$ cat src/rtl/mech_force_fanout_pkg.sv
// ============================================================================
// mech_force_pkg : shared widths, saturation limits and defaults for the
//                  force fan-out path.   Rev 1.0
// ============================================================================
`default_nettype none

package mech_force_pkg;

  localparam int c_DATA_W    = 18;
  localparam int c_PROD_W    = 36;
  localparam int c_DEF_PCW   = 10;
  localparam int c_DEF_LEN   = 1024;
  localparam int c_DEF_SHIFT = 17;

  typedef logic signed [c_DATA_W-1:0] data_t;
  typedef logic signed [c_PROD_W-1:0] prod_t;

  localparam data_t c_SAT_MAX = {1'b0, {(c_DATA_W-1){1'b1}}};
  localparam data_t c_SAT_MIN = {1'b1, {(c_DATA_W-1){1'b0}}};

  localparam logic [0:0] c_ST_IDLE = 1'b0;
  localparam logic [0:0] c_ST_RUN  = 1'b1;

endpackage

`default_nettype wire

$ cat src/rtl/mech_force_fanout_sat_shift.sv
// ============================================================================
// sat_shift : arithmetic right shift of a product followed by a clamp to the
//             data width, with an overflow indication.   Rev 1.0
// ============================================================================
`default_nettype none

module sat_shift
  import mech_force_pkg::*;
#(
  parameter int SHIFT = c_DEF_SHIFT
) (
  input  logic signed [c_PROD_W-1:0] i_p,
  output logic signed [c_DATA_W-1:0] o_y,
  output logic                       o_ovf
);

  prod_t w_s;
  logic  w_hi;
  logic  w_lo;

  always_comb begin
    w_s   = i_p >>> SHIFT;
    w_hi  = (w_s > prod_t'(c_SAT_MAX));
    w_lo  = (w_s < prod_t'(c_SAT_MIN));
    o_ovf = w_hi | w_lo;
    if (w_hi)
      o_y = c_SAT_MAX;
    else if (w_lo)
      o_y = c_SAT_MIN;
    else
      o_y = w_s[c_DATA_W-1:0];
  end

endmodule

`default_nettype wire

$ cat src/rtl/mech_force_fanout.sv
// ============================================================================
// mech_force_fanout : streams y[i] = sat((k[i] * v) >>> SHIFT) for i=0..LEN-1,
//                     with k[i] fetched from a one-cycle external memory.  Rev 1.0
// ============================================================================
`default_nettype none

module mech_force_fanout
  import mech_force_pkg::*;
#(
  parameter int PCW   = c_DEF_PCW,
  parameter int LEN   = c_DEF_LEN,
  parameter int SHIFT = c_DEF_SHIFT
) (
  input  logic                       clk,
  input  logic                       reset,
  input  logic                       start,
  input  logic signed [c_DATA_W-1:0] v,
  input  logic signed [c_DATA_W-1:0] k_in,
  output logic        [PCW-1:0]      k_in_addr,
  output logic signed [c_DATA_W-1:0] y,
  output logic        [PCW-1:0]      y_addr,
  output logic                       y_valid,
  output logic                       done,
  output logic                       busy,
  output logic                       sat_flag
);

  localparam logic [PCW-1:0] c_LAST = PCW'(LEN - 1);

  logic [0:0]     r_state;
  logic [0:0]     w_next;
  logic [PCW-1:0] r_pc;
  data_t          r_vh;
  logic           w_last;
  logic           w_flush;

  logic           r_v1, r_v2, r_v3;
  logic           r_l1, r_l2, r_l3;
  logic [PCW-1:0] r_a1, r_a2, r_a3;
  data_t          r_s1, r_s2;
  data_t          r_k;
  prod_t          r_p;
  data_t          w_y;
  logic           w_ovf;
  logic           w_sat;

  assign w_last  = (r_state == c_ST_RUN) && (r_pc == c_LAST);
  // A start after the final address has gone out lets the old frame drain.
  assign w_flush = start && (r_state == c_ST_RUN) && !w_last;

  always_ff @(posedge clk) begin
    if (reset) begin
      r_state <= c_ST_IDLE;
      r_pc    <= '0;
      r_vh    <= '0;
    end else begin
      r_state <= w_next;
      if (start) begin
        r_pc <= '0;
        r_vh <= v;
      end else if (r_state == c_ST_RUN) begin
        r_pc <= w_last ? '0 : r_pc + 1'b1;
      end
    end
  end

  always_comb begin
    w_next = r_state;
    if (start)
      w_next = c_ST_RUN;
    else if (w_last)
      w_next = c_ST_IDLE;
  end

  always_comb begin
    busy      = (r_state == c_ST_RUN);
    k_in_addr = busy ? r_pc : '0;
  end

  always_ff @(posedge clk) begin
    if (reset || w_flush) begin
      r_v1 <= 1'b0;
      r_v2 <= 1'b0;
      r_v3 <= 1'b0;
      r_l1 <= 1'b0;
      r_l2 <= 1'b0;
      r_l3 <= 1'b0;
    end else begin
      r_v1 <= busy;
      r_l1 <= w_last;
      r_v2 <= r_v1;
      r_l2 <= r_l1;
      r_v3 <= r_v2;
      r_l3 <= r_l2;
    end
  end

  // The scalar rides with each sample so a back-to-back frame cannot corrupt
  // the tail of the previous one.
  always_ff @(posedge clk) begin
    r_a1 <= r_pc;
    r_s1 <= r_vh;
    r_a2 <= r_a1;
    r_s2 <= r_s1;
    r_k  <= k_in;
    r_a3 <= r_a2;
    r_p  <= r_k * r_s2;
  end

  sat_shift #(
    .SHIFT (SHIFT)
  ) u_sat_shift (
    .i_p   (r_p),
    .o_y   (w_y),
    .o_ovf (w_ovf)
  );

  assign w_sat = r_v3 && !w_flush && w_ovf;

  always_ff @(posedge clk) begin
    if (reset) begin
      y        <= '0;
      y_addr   <= '0;
      y_valid  <= 1'b0;
      done     <= 1'b0;
      sat_flag <= 1'b0;
    end else begin
      y_valid <= r_v3 && !w_flush;
      done    <= r_l3 && !w_flush;
      if (r_v3) begin
        y      <= w_y;
        y_addr <= r_a3;
      end
      if (start)
        sat_flag <= w_sat;
      else if (w_sat)
        sat_flag <= 1'b1;
    end
  end

endmodule

`default_nettype wire

$ cat config.mk
export PLATFORM = sky130hd
export DESIGN_NAME = mech_force_fanout
export DESIGN_NICKNAME = d
export VERILOG_FILES = /design/src/rtl/mech_force_fanout_pkg.sv /design/src/rtl/mech_force_fanout_sat_shift.sv /design/src/rtl/mech_force_fanout.sv
export SDC_FILE = /design/constraint.sdc
export NUM_CORES = 1
export LEC_CHECK = 0
export ABC_AREA = 1
export CAP_MARGIN = 40
export CORE_MARGIN = 5
export CORE_UTILIZATION = 58
export DETAILED_ROUTE_END_ITERATION = 7
export PLACE_DENSITY = 0.73
export SLEW_MARGIN = 10
export SYNTH_ARGS = -nofsm -noshare
export SYNTH_HDL_FRONTEND = slang
export SYNTH_SLANG_ARGS = --single-unit
export TNS_END_PERCENT = 10
$ cat constraint.sdc
create_clock -name clk -period 7.8 [get_ports clk]
set_input_delay 1.17 -clock clk [delete_from_list [all_inputs] [get_ports clk]]
set_output_delay 1.17 -clock clk [all_outputs]
set_load 0.005 [all_outputs]
==> run_results.csv <==
group,metric,value,unit
global_route,grt_max_degree,31,
synth,synth.top_cell.area_share,0.3739,
power,p_leak,10.88,nW
clock_tree,cts.htree.levels,4,
synth,yosys.area.top_type,"fa_1",
global_route,antenna_found_initial,1,
drt,avgViaCountPerCell,4.933,
drt,drt_pre_antenna_iters,6,
power,sequentialPowerShare,0.141,
worst_setup_path,critical-path-max-stage-delay,830,ps
floorplan,die_h,184.0,µm
synth,yosys.area_share.xor_xnor,0.005487,
synth,synthDistinctLibCells,37,
floorplan,initial_standard_cell_utilization_of_the_core,0.5893,
sta,worst-slew-pin-transition,887.8,ps
sta,final.period_utilization,0.8058,
power,p_comb_frac,0.751,
synth,synth_simple_gate_area_frac,0.1655,
synth,synth-seq-area-share,0.1927,
drt,drtAntennaViolNets,0,
power,vdd.ir_drop.worst,0.0003502,V
synth,synth_top_family_by_area,"adder cells",
drt,wl_per_cell,14.98,µm
power,switching_fraction_of_total_power,0.5484,
clock_tree,clkSinkCount,169,
synth,yosys-top-cells-area,"fa_1 (37%), dfxtp_1 (19%), inv_1 (14%), nand2_1 (12%), ha_1 (6.3%)",
sta,grt_setup_unrepaired,"no",
final_layout,final_common_cell,"inv_1",
run_status,status,"finished, final reports clean",
clock_tree,cts_setup_buffers,0,
placement,place_hpwl,33.18,mm
global_route,grt_pass1_wl,67.74,mm
floorplan,std_cell_rows,63,
clock_tree,cts_resized,0,
power,int_pwr,3.525,mW
worst_setup_path,cp-start-kind,"flop",
worst_setup_path,critical_path.max_fanout,18,
sta,clock_skew,16.11,ps
global_route,remaining_global_route_overflow,0,
synth,synthCells,2207,
final_layout,mostFrequentLayoutCells,"inv_1 (657), nand2_1 (538), fa_1 (328)",
worst_setup_path,cp_data_required_time,8140,ps
worst_setup_path,kind_of_end_point_of_the_critical_path,"flop",
placement,io_buffers,80,
worst_setup_path,path_buf_inv,3,
clock_tree,clk-insertion-delay-late,450,ps
worst_setup_path,worst_path_most_repeated_cell,"fa_1",
synth,yosys_warnings,0,
hold_path,min_path_type,"reg2reg",
sta,timing.slew.headroom,0.4074,
power,power.total,7.806,mW
floorplan,fp.dieW,184.0,µm
drt,initialDrtViolationCount,772,
worst_setup_path,timing.critical_path.from,"r_s2[3]",
synth,syn-mean-instance-area,7.956,µm²
final_layout,area_growth_syn_to_layout,9.178,%
final_layout,fin_nets,2683,
drt,vias,12974,
synth,syn-cell-area,17560,µm²
sta,fin_setup_tns,0,ps
global_route,grt_use_total,0.2515,
final_layout,drive_gt1_frac,0.02902,
worst_setup_path,worstPathArrival,6630,ps
placement,gp_routability_congestion,0.8890,
clock_tree,post_cts_hold_buffer_count,0,
worst_setup_path,timing.critical_path.max_delay_family,"adder cells",
clock_tree,cts-root-to-sink-buffers,2,
sta,setup_violations,0,
power,p_sw,4.281,mW
hold_path,min_from,"r_s1[8]",
worst_setup_path,setup.worst_path.class,"reg2reg",
floorplan,placeableCoreArea,29800,µm²
global_route,number_of_global_route_vias_before_repair,14214,
power,power.share.clock,0.108,
run,max_cap_viol_count,0,
synth,synthesis.nets,2663,
sta,shortest_period_the_worst_path_allows,6285,ps
clock_tree,clk_transition_reported_paths,80,ps
sta,max_clock_freq,159.1,MHz
clock_tree,tritoncts,"yes",
clock_tree,cts_made_buffers,17,
floorplan,ioPinCount,81,
drt,route.final.wire_length,39.40,mm
worst_setup_path,critical_path.slowest_cell,"dfxtp_1",
synth,yosys.area_share.adder,0.4374,
floorplan,die-area,33850,µm²
worst_setup_path,r2r_start,"r_s2[3]",
drt,route.detailed.drc,0,
worst_setup_path,critical_path_cell_sequence,"nand2_1, fa_1, inv_1, fa_1, fa_1, fa_1, fa_1, inv_1, fa_1, inv_1, ha_1, nand2_1, nor2_1, nand2_1, nor4_2, o21ai_1, nand3_1, nand2_1",
synth,synth-compound-area-share,0.03869,
sta,drv_slew,0,
clock_tree,root_buffer,"clkbuf_16",
power,power_density,407.2,nW/µm²
synth,flops_latches_synth,169,
sta,report.final.hold_viol_count,0,
synth,synthMuxAreaShare,0,
final_layout,inserted_diodes,0,
power groups by stage:
stage / Sequential [mW] / Combinational, mW / Clock [mW]
after CTS: 1.10 / 5.94 / 0.868
after detailed placement: 1.12 / 5.89 / 0
final: 1.10 / 5.86 / 0.844
after floorplan: 1.04 / 4.31 / 0
after global placement: 1.12 / 5.85 / 0
after global routing: 1.11 / 6.78 / 0.906
state kept, by name, summed over array words and instances, names as in the netlist:
signal	flops
y_addr	10
r_vh	18
r_l2	1
y	18
r_v2	1
r_a1	10
r_a2	10
done	1
sat_flag	1
r_k	18
r_l3	1
r_l1	1
busy	1
r_a3	10
r_p	19
r_s2	18
r_v1	1
r_v3	1
y_valid	1
r_pc	10
r_s1	18
Yosys cell counts, drive strengths merged:
master / n
clkbuf: 75
ha: 89
nor3: 13
nand3: 28
or2: 4
buf: 11
xnor2: 1
and3: 3
inv: 658
nand4: 3
nand2: 549
a31oi: 2
clkinv: 2
a211oi: 1
o21bai: 2
o21ai: 72
a21oi: 53
nor3b: 1
and2: 1
a22oi: 1
dfxtp: 169
xor2: 10
nor4: 1
fa: 328
nor2: 130
path summary, 6_finish.rpt:
path | endpoint | slack (ps) | cells past startpoint
worst max-delay path | r_p[30] | 1510 | 18
worst min-delay path | r_s2[8] | 320 | 0
worst max register to register | r_p[30] | 1510 | 18
worst min register to register | r_s2[8] | 320 | 0
through the flow:
stage	hold WS [ps]	setup slack [ps]	util	cells	instance area (µm²)
CTS	323.2	1519	0.6434	2630	19170
floorplan	309.6	2272	-	2207	17560
global route	331.7	1149	0.6434	2630	19170
detailed placement	312.1	1568	0.6237	2598	18580
global placement	309.7	1626	0.6227	2597	18560
finish	322.4	1515	0.6434	2630	19170
metal layers:
| metal | vias to the layer above | wire (µm) | global-route usage |
|---|---|---|---|
| li1 | 6225 | - | - |
| met1 | 6348 | 15660 | 0.2994 |
| met2 | 313 | 20710 | 0.4613 |
| met3 | 86 | 1716 | 0.03423 |
| met4 | 2 | 1296 | 0.09613 |
| met5 | - | 13 | 0 |
final cells by class:
type | instances | area (µm²)
sequential | 169 | 3383
clock buffer | 18 | 429.2
multi-input combinational | 1292 | 11360
fill | 2575 | 10630
clock inverter | 14 | 158.9
timing repair buffer | 87 | 873.3
tap | 390 | 488.0
inverter | 660 | 2477
cells by family (layout without fill, tap and decap cells):
kind of cell / count (synthesis) / after routing
xor+xnor: 11 / 11
simple gates: 733 / 733
compound gates: 131 / 131
fa+ha+maj: 417 / 417
buf+inv: 746 / 779
flops: 169 / 169
Note: power is estimated with default switching activity, not from simulation.
